[src/rtl/divider_pkg.sv]
// Shared types and constants for the sequential restoring divider family.
package divider_pkg;

  typedef enum logic [1:0] {
    IDLE = 2'd0,
    RUN  = 2'd1,
    FIX  = 2'd2
  } div_state_t;

  localparam int DEF_DIVIDEND_W = 26;

  // Iteration counter width for a given dividend width.
  function automatic int cnt_width(input int w);
    return $clog2(w + 1);
  endfunction

  localparam int CNT_W = cnt_width(DEF_DIVIDEND_W);

  // Divide-by-zero result: quotient saturates to all ones, flag set.
  localparam logic [63:0] DBZ_Q_FILL = '1;
  localparam logic        DBZ_FLAG   = 1'b1;

endpackage

[src/rtl/div_sign_fix.sv]
// Conditional two's-complement negation; serves as abs() on operand entry
// and as sign correction of quotient/remainder on exit.
module div_sign_fix #(
  parameter int W = 8
) (
  input  logic [W-1:0] value,
  input  logic         negate,
  output logic [W-1:0] result
);

  assign result = negate ? (~value + W'(1)) : value;

endmodule

[src/rtl/seq_divider.sv]
// Multi-cycle restoring divider: one quotient bit per cycle on magnitudes,
// with start/busy/done handshake, signed mode and divide-by-zero detection.
module seq_divider
  import divider_pkg::*;
#(
  parameter int DIVIDEND_W = 26,
  parameter int DIVISOR_W  = 14,
  parameter int SIGNED_EN  = 1
) (
  input  logic                  clk,
  input  logic                  rst,
  input  logic                  start,
  input  logic                  signed_mode,
  input  logic [DIVIDEND_W-1:0] dividend,
  input  logic [DIVISOR_W-1:0]  divisor,
  output logic                  busy,
  output logic                  done,
  output logic [DIVIDEND_W-1:0] quotient,
  output logic [DIVISOR_W-1:0]  remainder,
  output logic                  div_by_zero
);

  localparam int CW = cnt_width(DIVIDEND_W);
  localparam logic [CW-1:0] LAST_ITER = CW'(DIVIDEND_W - 1);

  div_state_t              state_reg;
  logic [DIVIDEND_W-1:0]   dvd_reg;
  logic [DIVISOR_W:0]      rem_reg;
  logic [DIVISOR_W-1:0]    dsr_reg;
  logic [CW-1:0]           cnt_reg;
  logic                    q_neg_reg;
  logic                    r_neg_reg;
  logic                    op_dbz_reg;
  logic                    busy_reg;
  logic                    done_reg;
  logic [DIVIDEND_W-1:0]   quotient_reg;
  logic [DIVISOR_W-1:0]    remainder_reg;
  logic                    dbz_out_reg;

  logic                    signed_op;
  logic                    dividend_neg;
  logic                    divisor_neg;
  logic [DIVIDEND_W-1:0]   dividend_abs;
  logic [DIVISOR_W-1:0]    divisor_abs;
  logic [DIVISOR_W:0]      trial;
  logic [DIVISOR_W:0]      divisor_ext;
  logic                    fits;
  logic [DIVISOR_W:0]      rem_next;
  logic [DIVIDEND_W-1:0]   quotient_fixed;
  logic [DIVISOR_W-1:0]    remainder_fixed;

  assign signed_op    = (SIGNED_EN != 0) && signed_mode;
  assign dividend_neg = signed_op && dividend[DIVIDEND_W-1];
  assign divisor_neg  = signed_op && divisor[DIVISOR_W-1];

  div_sign_fix #(.W(DIVIDEND_W)) u_abs_dividend (
    .value  (dividend),
    .negate (dividend_neg),
    .result (dividend_abs)
  );

  div_sign_fix #(.W(DIVISOR_W)) u_abs_divisor (
    .value  (divisor),
    .negate (divisor_neg),
    .result (divisor_abs)
  );

  // Restoring step: shift in the next dividend bit, subtract if it fits.
  // The partial remainder is always below |divisor|, so the shifted value
  // never needs more than DIVISOR_W+1 bits.
  assign divisor_ext = {1'b0, dsr_reg};
  assign trial       = (rem_reg << 1) | {{DIVISOR_W{1'b0}}, dvd_reg[DIVIDEND_W-1]};
  assign fits        = (trial >= divisor_ext);
  assign rem_next    = fits ? (trial - divisor_ext) : trial;

  div_sign_fix #(.W(DIVIDEND_W)) u_fix_quotient (
    .value  (dvd_reg),
    .negate (q_neg_reg),
    .result (quotient_fixed)
  );

  div_sign_fix #(.W(DIVISOR_W)) u_fix_remainder (
    .value  (rem_reg[DIVISOR_W-1:0]),
    .negate (r_neg_reg),
    .result (remainder_fixed)
  );

  always_ff @(posedge clk) begin
    if (rst) begin
      state_reg     <= IDLE;
      dvd_reg       <= '0;
      rem_reg       <= '0;
      dsr_reg       <= '0;
      cnt_reg       <= '0;
      q_neg_reg     <= 1'b0;
      r_neg_reg     <= 1'b0;
      op_dbz_reg    <= 1'b0;
      busy_reg      <= 1'b0;
      done_reg      <= 1'b0;
      quotient_reg  <= '0;
      remainder_reg <= '0;
      dbz_out_reg   <= 1'b0;
    end else begin
      done_reg <= 1'b0;
      case (state_reg)
        IDLE: begin
          busy_reg <= start;
          if (start) begin
            dsr_reg   <= divisor_abs;
            rem_reg   <= '0;
            cnt_reg   <= '0;
            q_neg_reg <= dividend_neg ^ divisor_neg;
            r_neg_reg <= dividend_neg;
            if (divisor == '0) begin
              // Keep the raw dividend: its low bits become the remainder.
              op_dbz_reg <= 1'b1;
              dvd_reg    <= dividend;
              state_reg  <= FIX;
            end else begin
              op_dbz_reg <= 1'b0;
              dvd_reg    <= dividend_abs;
              state_reg  <= RUN;
            end
          end
        end

        RUN: begin
          rem_reg <= rem_next;
          dvd_reg <= {dvd_reg[DIVIDEND_W-2:0], fits};
          cnt_reg <= cnt_reg + CW'(1);
          if (cnt_reg == LAST_ITER) begin
            state_reg <= FIX;
          end
        end

        FIX: begin
          done_reg  <= 1'b1;
          state_reg <= IDLE;
          if (op_dbz_reg) begin
            quotient_reg  <= DBZ_Q_FILL[DIVIDEND_W-1:0];
            remainder_reg <= dvd_reg[DIVISOR_W-1:0];
            dbz_out_reg   <= DBZ_FLAG;
          end else begin
            quotient_reg  <= quotient_fixed;
            remainder_reg <= remainder_fixed;
            dbz_out_reg   <= 1'b0;
          end
        end

        default: begin
          state_reg <= IDLE;
          busy_reg  <= 1'b0;
        end
      endcase
    end
  end

  assign busy        = busy_reg;
  assign done        = done_reg;
  assign quotient    = quotient_reg;
  assign remainder   = remainder_reg;
  assign div_by_zero = dbz_out_reg;

endmodule

[config.mk]
export PLATFORM = sky130hd
export DESIGN_NAME = seq_divider
export DESIGN_NICKNAME = d
export VERILOG_FILES = /design/src/rtl/divider_pkg.sv /design/src/rtl/div_sign_fix.sv /design/src/rtl/seq_divider.sv
export SDC_FILE = /design/constraint.sdc
export NUM_CORES = 1
export LEC_CHECK = 0
export CELL_PAD_IN_SITES_DETAIL_PLACEMENT = 2
export CELL_PAD_IN_SITES_GLOBAL_PLACEMENT = 2
export CORE_ASPECT_RATIO = 0.9
export CORE_MARGIN = 4
export CORE_UTILIZATION = 30
export CTS_CLUSTER_SIZE = 40
export DETAILED_ROUTE_END_ITERATION = 7
export PLACE_DENSITY_LB_ADDON = 0.1
export SLEW_MARGIN = 10
export SYNTH_ARGS = -nofsm -noshare
export SYNTH_HDL_FRONTEND = slang
export SYNTH_SLANG_ARGS = --single-unit
[constraint.sdc]
create_clock -name clk -period 2.9 [get_ports clk]
set_input_delay 0.58 -clock clk [delete_from_list [all_inputs] [get_ports clk]]
set_output_delay 0.58 -clock clk [all_outputs]
set_load 0.02 [all_outputs]
==> tab_implementation.tex, run 1 <==
\begin{tabular}{lr}
\hline
Metric & Value \\
\hline
\multicolumn{2}{l}{\textbf{Timing}} \\
\quad Highest clock frequency the design can meet & 365 MHz \\
\quad Final hold violations & 0 \\
\quad Total Neg Setup Slack & 0 ns \\
\quad Worst clock skew on the final layout & 0.00821 ns \\
\quad Setup violations, final & 0 \\
\quad Final Max Tran Viols & 0 \\
\quad Hold slack final & 0.460 ns \\
\quad Final period utilization & 94.6\% \\
\quad Slew @ Worst Pin & 1.02 ns \\
\quad Min Clock Period, post-route & 2.74 ns \\
\quad Max transition margin & 31.7\% \\
\multicolumn{2}{l}{\textbf{Logic synthesis}} \\
\quad Share of synthesized area occupied by flip-flops and latches & 33.2\% \\
\quad Number of enable-type register cells in the synthesized netlist & 0 \\
\quad Post-synthesis average cell area & 8.05 µm² \\
\quad Distinct cell type count after synthesis & 66 \\
\quad Most used flip-flop cell after synthesis & sky130\_fd\_sc\_hd\_\_dfxtp\_1 \\
\quad Post-synthesis cell area & 6450 µm² \\
\quad Net count after synthesis & 870 \\
\quad Leading cell types by total area after synthesis & sky130\_fd\_sc\_hd\_\_dfxtp\_1 33\%, sky130\_fd\_sc\_hd\_\_xor2\_1 6.2\%, sky130\_fd\_sc\_hd\_\_nor2\_1 4.8\%, sky130\_fd\_sc\_hd\_\_ha\_1 4.7\%, sky130\_fd\_sc\_hd\_\_xnor2\_1 4.6\% \\
\quad Fraction of registers with async set/reset & 0\% \\
\quad Cell count after synthesis & 801 \\
\quad Yosys top cell area share & 33.2\% \\
\quad Register bit total from synthesis & 107 \\
\quad Cell accounting for the most synthesized area & sky130\_fd\_sc\_hd\_\_dfxtp\_1 \\
\quad Yosys warning total & 0 \\
\multicolumn{2}{l}{\textbf{Finish}} \\
\quad Filler-free cell count of the finished design & 1218 \\
\quad Most frequent cells in the layout & 106 x sky130\_fd\_sc\_hd\_\_dfxtp\_1, 85 x sky130\_fd\_sc\_hd\_\_clkdlybuf4s50\_1, 83 x sky130\_fd\_sc\_hd\_\_nor2\_1 \\
\quad Post-layout nets & 996 \\
\quad Area of the multi-input gates & 4000 µm² \\
\quad Area taken by flip-flops and latches & 2140 µm² \\
\quad Number of filler instances in the final layout & 2387 \\
\quad Antenna diode instance count & 0 \\
\quad Area added between synthesis and finish & 29.8\% \\
\quad Most common cell after layout, fill and taps aside & sky130\_fd\_sc\_hd\_\_dfxtp\_1 \\
\quad Layout cell share with drive strength beyond 1 & 12.3\% \\
\multicolumn{2}{l}{\textbf{Status}} \\
\quad Run status & completed \\
\multicolumn{2}{l}{\textbf{GRT}} \\
\quad Grt total ovfl & 0 \\
\quad Largest net degree at the start of global routing & 92 \\
\quad Global-route wire length before repair & 39100 µm \\
\quad GRT Resource Usage Total & 20.3\% \\
\quad Initial antenna violation count & 0 \\
\quad Via count of the first global-routing pass & 7013 \\
\multicolumn{2}{l}{\textbf{CTS}} \\
\quad Root Driver & sky130\_fd\_sc\_hd\_\_clkbuf\_16 \\
\quad Clock sinks & 107 \\
\quad Maximum number of buffers from clock root to sink & 2 \\
\quad TritonCTS clock tree & done \\
\quad CTS Hold Buffers Added & 0 \\
\quad Post-CTS clock slew at the launch and capture registers of the worst setup and hold paths & 0.07 ns \\
\quad Clock insertion delay at the later pin of the skew report & 0.36 ns \\
\quad CTS H-tree depth & 3 \\
\quad Cts bufs inserted & 9 \\
\multicolumn{2}{l}{\textbf{Floorplan}} \\
\quad Overall die area & 23900 µm² \\
\quad Die X & 163 µm \\
\quad Initial core utilization & 30.8\% \\
\quad Core area & 21000 µm² \\
\quad Num ports & 87 \\
\quad Number of cell rows & 50 \\
\quad Die H & 147 µm \\
\multicolumn{2}{l}{\textbf{Placed design}} \\
\quad Final HPWL from detailed placement & 19300 µm \\
\quad Final estimated routing congestion in global placement & 0.807 \\
\quad Total of buffers placed on input and output ports & 86 \\
\quad Placed cells & 1202 \\
\multicolumn{2}{l}{\textbf{Run}} \\
\quad Max Cap Viol & 0 \\
\multicolumn{2}{l}{\textbf{Setup path}} \\
\quad Family with the most delay on the worst path & simple AND/OR/NAND/NOR gates \\
\quad Setup crit end kind & register \\
\quad Maximum single-stage delay on the critical path & 0.52 ns \\
\quad Sum of buffers and inverters on the critical path & 1 \\
\quad Critical path depth & 7 \\
\quad Cell count of the worst reg-to-reg path & 9 \\
\quad Signal arrival time at the worst endpoint & 2.94 ns \\
\quad Highest-delay cell along the critical path & sky130\_fd\_sc\_hd\_\_or4\_1 \\
\quad Critical path launch point type & primary input \\
\quad Dominant cell type by count on the critical path & sky130\_fd\_sc\_hd\_\_or3\_1 \\
\quad Data required, critical path & 3.10 ns \\
\quad Crit path cell chain & clkdlybuf4s50\_1, or3\_1, or4\_1, or3\_1, o41ai\_1, xor2\_1, o22ai\_1 \\
\quad Crit path kind & primary input to register \\
\quad Worst-path maximum fanout & 3 \\
\quad Reg2reg setup slack & 0.22 ns \\
\multicolumn{2}{l}{\textbf{Drt}} \\
\quad Met3 wirelength from detailed routing & 790 µm \\
\quad Wire length on met2 & 11300 µm \\
\quad Routed Antenna Nets & 0 \\
\quad Avg WL per Cell & 20.0 µm \\
\quad Total via count after detailed routing & 6495 \\
\quad DRC viols & 0 \\
\quad Uppermost layer routed & met4 \\
\quad Drt total wl & 24300 µm \\
\quad Drt via density & 5.33 \\
\quad Detailed-routing iteration count for the pre-antenna-repair pass & 5 \\
\quad Detailed-routing wirelength on met1 & 12000 µm \\
\quad Iteration-0 DRC Markers & 359 \\
\multicolumn{2}{l}{\textbf{Min path}} \\
\quad Min-Delay Path Class & register to register \\
\quad Cell depth of the worst min-delay path & 2 \\
\multicolumn{2}{l}{\textbf{Power and ir drop}} \\
\quad Maximum resistive drop on vdd & 0.254 mV \\
\quad Leakage & 3.15 nW \\
\quad Part of the power in combinational logic & 35.1\% \\
\quad Power density normalized to cell area & 547 nW/µm² \\
\quad Clock power frac & 26.8\% \\
\quad Reported net switching power & 0.00169 W \\
\quad Sequential share of power & 38.0\% \\
\quad Internal Pwr Total & 0.00289 W \\
\quad Net switching fraction of the power & 36.9\% \\
\hline
\end{tabular}
[Yosys cell counts, types with 5 or more instances]
library cell / number
sky130_fd_sc_hd__nand2_1: 67
sky130_fd_sc_hd__inv_1: 32
sky130_fd_sc_hd__o41ai_1: 7
sky130_fd_sc_hd__a311oi_1: 15
sky130_fd_sc_hd__nand3_1: 27
sky130_fd_sc_hd__a22oi_1: 18
sky130_fd_sc_hd__or3_1: 14
sky130_fd_sc_hd__o31ai_1: 18
sky130_fd_sc_hd__a21oi_1: 35
sky130_fd_sc_hd__nor3_1: 15
sky130_fd_sc_hd__dfxtp_1: 107
sky130_fd_sc_hd__xor2_1: 46
sky130_fd_sc_hd__a31oi_1: 7
sky130_fd_sc_hd__clkbuf_1: 41
sky130_fd_sc_hd__ha_1: 24
sky130_fd_sc_hd__nand2b_1: 12
sky130_fd_sc_hd__o21ai_0: 44
sky130_fd_sc_hd__or4_1: 5
sky130_fd_sc_hd__xnor2_1: 34
sky130_fd_sc_hd__a211oi_1: 12
sky130_fd_sc_hd__o22ai_1: 34
sky130_fd_sc_hd__o21a_1: 7
sky130_fd_sc_hd__nor2_1: 83
sky130_fd_sc_hd__mux2i_1: 15
sky130_fd_sc_hd__buf_1: 5
[layer usage]
metal  up-vias  global-route usage, %
li1       3145                      -
met1      3214                   28.4
met2       116                   33.5
met3        20                   3.65
met4         0                   3.52
met5         -                      0
[final cells by class]
| class | instances | area share (%) |
|---|---|---|
| timing repair buffer | 165 | 17.5 |
| clock inverter | 7 | 0.733 |
| tap | 286 | 4.28 |
| sequential | 107 | 25.6 |
| multi-input combinational | 611 | 47.7 |
| clock buffer | 9 | 2.69 |
| inverter | 33 | 1.48 |
[cells by family after synthesis]
| family | after synthesis | synth area share [%] |
|---|---|---|
| simple gates | 261 | 19.6 |
| compound gates | 229 | 23.7 |
| flops | 107 | 33.2 |
| buf+inv | 83 | 5.10 |
| xor+xnor | 80 | 10.9 |
| fa+ha+maj | 25 | 4.97 |
| mux | 16 | 2.56 |
[final timing paths]
path | endpoint | startpoint
setup reg to reg | rem_reg[10] | dsr_reg[1]
hold / removal | dsr_reg[13] | dsr_reg[13]
hold reg to reg | dsr_reg[13] | dsr_reg[13]
setup / recovery | dvd_reg[13] | dividend[4]
[repair_timing]
| action | in CTS | in global routing |
|---|---|---|
| endpoints found under the setup margin | 0 | 6 |
| buffers inserted | 0 | 0 |
| gates resized for setup | 0 | 4 |
[per-stage QoR]
| stage | utilization (%) | area [µm²] | setup WS (ns) | total power [W] |
|---|---|---|---|---|
| finish | 39.9 | 8370 | 0.157 | 0.00458 |
| global placement | 38.5 | 8070 | -0.174 | 0.00330 |
| detailed placement | 38.5 | 8070 | -0.235 | 0.00337 |
| global route | 39.9 | 8370 | -0.00281 | 0.00484 |
| floorplan | - | 6450 | 0.320 | 0.00266 |
| CTS | 39.9 | 8350 | 0.101 | 0.00462 |
[worst min-delay path: stages, from the launching register on]
cell and delay, ns:
sky130_fd_sc_hd__dfxtp_1 0.31, sky130_fd_sc_hd__nand2_1 0.05, sky130_fd_sc_hd__a21oi_1 0.05
[power by group through the flow]
stage | combinational [W] | sequential (W) | clock, W
3_5_place_dp | 0.00160 | 0.00177 | 0
2_1_floorplan | 0.000870 | 0.00180 | 0
6_report | 0.00161 | 0.00174 | 0.00123
3_3_place_gp | 0.00154 | 0.00176 | 0
4_1_cts | 0.00161 | 0.00174 | 0.00127
5_1_grt | 0.00176 | 0.00176 | 0.00133
Power figures use the tool's default switching activity.
==> run 2: changes to the inputs <==
Settings changed: REMOVE_ABC_BUFFERS set to 1.
==> run 2 against run 1 <==
Effect of this change:
- core utilization fell by 0.29 points
- first-iteration DRC count fell by 8.1%
- via count barely moved
- sequential share of layout area rose by 0.17 points
- clock power barely moved
- non-clock buffer count fell by 7
- maximum frequency fell by 0.92%
- largest power group unchanged
- final area fell by 0.73%
- routed wire length fell by 1.6%
- largest cell class unchanged
- die area did not move
- cell count fell by 0.57%
- critical path depth rose by 1
==> tab_implementation.tex, run 2 (synthesized netlist as in run 1, its figures left out) <==
\begin{tabular}{lr}
\hline
Metric & Value \\
\hline
\multicolumn{2}{l}{\textbf{Status}} \\
\quad Run status & completed \\
\multicolumn{2}{l}{\textbf{Drt}} \\
\quad Avg WL per Cell & 19.8 µm \\
\quad Detailed-routing iteration count for the pre-antenna-repair pass & 5 \\
\quad Uppermost layer routed & met5 \\
\quad Iteration-0 DRC Markers & 330 \\
\quad Total via count after detailed routing & 6499 \\
\quad Wire length on met2 & 11600 µm \\
\quad Routed Antenna Nets & 0 \\
\quad Drt total wl & 23900 µm \\
\quad Met3 wirelength from detailed routing & 640 µm \\
\quad DRC viols & 0 \\
\quad Drt via density & 5.37 \\
\quad Detailed-routing wirelength on met1 & 11500 µm \\
\multicolumn{2}{l}{\textbf{Timing}} \\
\quad RSZ-0062 raised after global routing & false \\
\quad Total Neg Setup Slack & 0 ns \\
\quad Hold slack final & 0.480 ns \\
\quad Slew @ Worst Pin & 0.827 ns \\
\quad Highest clock frequency the design can meet & 361 MHz \\
\quad Max transition margin & 44.7\% \\
\quad Setup violations, final & 0 \\
\quad Min Clock Period, post-route & 2.77 ns \\
\quad Worst clock skew on the final layout & 0.0119 ns \\
\quad Final hold violations & 0 \\
\quad Final Max Tran Viols & 0 \\
\quad Final period utilization & 95.5\% \\
\multicolumn{2}{l}{\textbf{Power and ir drop}} \\
\quad Leakage & 3.12 nW \\
\quad Internal Pwr Total & 0.00287 W \\
\quad Power, Total & 0.00456 W \\
\quad Clock power frac & 27.7\% \\
\quad Part of the power in combinational logic & 34.2\% \\
\quad Sequential share of power & 38.1\% \\
\quad Reported net switching power & 0.00169 W \\
\quad Maximum resistive drop on vdd & 0.292 mV \\
\quad Power density normalized to cell area & 549 nW/µm² \\
\quad Net switching fraction of the power & 37.1\% \\
\multicolumn{2}{l}{\textbf{Min path}} \\
\quad Min-Delay Path Class & register to register \\
\quad Cell depth of the worst min-delay path & 2 \\
\quad Worst Hold Launch & dsr\_reg[13] \\
\multicolumn{2}{l}{\textbf{Setup path}} \\
\quad Sum of buffers and inverters on the critical path & 1 \\
\quad Cell count of the worst reg-to-reg path & 10 \\
\quad Highest-delay cell along the critical path & sky130\_fd\_sc\_hd\_\_or4\_4 \\
\quad Critical path launch point type & primary input \\
\quad Signal arrival time at the worst endpoint & 3.02 ns \\
\quad Critical path depth & 8 \\
\quad Setup crit end kind & register \\
\quad Start point of the critical path & dividend[16] \\
\quad Data required, critical path & 3.16 ns \\
\quad Dominant cell type by count on the critical path & sky130\_fd\_sc\_hd\_\_or3\_1 \\
\quad Launch point of the worst reg-to-reg path & dsr\_reg[8] \\
\quad Crit path cell chain & clkdlybuf4s50\_1, or3\_1, or4\_4, or4\_1, or3\_1, nor3b\_1, o21bai\_1, nand2\_1 \\
\quad Maximum single-stage delay on the critical path & 0.46 ns \\
\quad Worst-path maximum fanout & 3 \\
\quad Family with the most delay on the worst path & simple AND/OR/NAND/NOR gates \\
\quad Crit path kind & primary input to register \\
\multicolumn{2}{l}{\textbf{Finish}} \\
\quad Most frequent cells in the layout & 107 x sky130\_fd\_sc\_hd\_\_dfxtp\_1, 85 x sky130\_fd\_sc\_hd\_\_clkdlybuf4s50\_1, 83 x sky130\_fd\_sc\_hd\_\_nor2\_1 \\
\quad Most common cell after layout, fill and taps aside & sky130\_fd\_sc\_hd\_\_dfxtp\_1 \\
\quad Area added between synthesis and finish & 28.8\% \\
\quad Final design instance area without fill & 8310 µm² \\
\quad Number of filler instances in the final layout & 2404 \\
\quad Post-layout nets & 989 \\
\quad Layout cell share with drive strength beyond 1 & 11.5\% \\
\quad Antenna diode instance count & 0 \\
\multicolumn{2}{l}{\textbf{Floorplan}} \\
\quad Number of cell rows & 50 \\
\quad Die H & 147 µm \\
\quad Die X & 163 µm \\
\quad Num ports & 87 \\
\quad Initial core utilization & 30.8\% \\
\quad Core area & 21000 µm² \\
\quad Overall die area & 23900 µm² \\
\multicolumn{2}{l}{\textbf{CTS}} \\
\quad Cts bufs inserted & 9 \\
\quad Maximum number of buffers from clock root to sink & 2 \\
\quad CTS H-tree depth & 3 \\
\quad Clock sinks & 107 \\
\quad Root Driver & sky130\_fd\_sc\_hd\_\_clkbuf\_16 \\
\quad Post-CTS clock slew at the launch and capture registers of the worst setup and hold paths & 0.07 ns \\
\quad TritonCTS clock tree & done \\
\quad Clock insertion delay at the later pin of the skew report & 0.37 ns \\
\multicolumn{2}{l}{\textbf{GRT}} \\
\quad Global-route wire length before repair & 39000 µm \\
\quad Grt total ovfl & 0 \\
\quad Largest net degree at the start of global routing & 70 \\
\quad GRT Resource Usage Total & 20.1\% \\
\quad Initial antenna violation count & 1 \\
\quad Via count of the first global-routing pass & 7122 \\
\multicolumn{2}{l}{\textbf{Placed design}} \\
\quad Final estimated routing congestion in global placement & 0.850 \\
\quad Total of buffers placed on input and output ports & 86 \\
\quad Final HPWL from detailed placement & 18600 µm \\
\quad Area after detailed placement & 8000 µm² \\
\multicolumn{2}{l}{\textbf{Run}} \\
\quad Max Cap Viol & 0 \\
\hline
\end{tabular}
==> run 2: changes by cell type in the layout (fill, tap and decap cells not counted) <==
| cell | previous run | this run |
|---|---|---|
| sky130_fd_sc_hd__dfxtp_1 | 106 | 107 |
| sky130_fd_sc_hd__a21oi_1 | 34 | 35 |
| sky130_fd_sc_hd__o21ai_0 | 44 | 43 |
| sky130_fd_sc_hd__dfxtp_2 | 1 | 0 |
| sky130_fd_sc_hd__buf_12 | 1 | 0 |
| sky130_fd_sc_hd__inv_8 | 1 | 3 |
| sky130_fd_sc_hd__o21ai_1 | 1 | 2 |
| sky130_fd_sc_hd__buf_2 | 1 | 0 |
| sky130_fd_sc_hd__a21oi_2 | 1 | 0 |
| sky130_fd_sc_hd__inv_6 | 1 | 0 |
| sky130_fd_sc_hd__clkinvlp_4 | 2 | 1 |
| sky130_fd_sc_hd__buf_4 | 78 | 73 |
==> run 2: path summary, 6_finish.rpt <==
kind | endpoint | slack (ns)
worst max-delay path | dvd_reg[24] | 0.13
worst min-delay path | dsr_reg[13] | 0.48
worst max register to register | rem_reg[1] | 0.21
worst min register to register | dsr_reg[13] | 0.48
==> run 2: per-layer routing <==
layer	track usage, %	vias to the layer above
met1	26.6	3248
met4	3.48	2
li1	-	3142
met5	0	-
met3	3.06	16
met2	35.3	91
==> run 2: stage by stage <==
step	util (%)	instances	setup WS (ns)
final	39.6	1211	0.131
after global placement	38.2	1195	-0.172
after CTS	39.6	1211	0.0422
after floorplan	-	751	0.351
after global routing	39.6	1211	0.0621
after detailed placement	38.2	1195	-0.223
==> run 2: area by class of cell <==
| cell class | instances | area [µm²] | area share (%) |
|---|---|---|---|
| Clock buffer | 9 | 225 | 2.71 |
| Clock inverter | 7 | 67.6 | 0.813 |
| Inverter | 33 | 124 | 1.49 |
| Multi-Input combinational cell | 611 | 3990 | 48.1 |
| Sequential cell | 107 | 2140 | 25.8 |
| Tap cell | 286 | 358 | 4.31 |
| Timing Repair Buffer | 158 | 1400 | 16.8 |
==> run 2: tightest hold or removal path, cell delays in order, from the launching register on <==
cell and delay (ns):
sky130_fd_sc_hd__dfxtp_1 0.32, sky130_fd_sc_hd__nand2_1 0.06, sky130_fd_sc_hd__a21oi_1 0.06
==> run 2: repair_timing <==
action / 4_1_cts / 5_1_grt
buffers inserted: 0 / 0
hold buffers: 0 / 0
resized for setup: 0 / 3
setup endpoints to repair: 0 / 8
==> run 2: power groups by stage <==
stage                     sequential, W  clock, W  combinational (W)
final                           0.00174   0.00126            0.00156
after CTS                       0.00174   0.00131            0.00156
after detailed placement        0.00177         0            0.00155
after floorplan                 0.00181         0           0.000812
after global routing            0.00176   0.00136            0.00172
after global placement          0.00176         0            0.00149
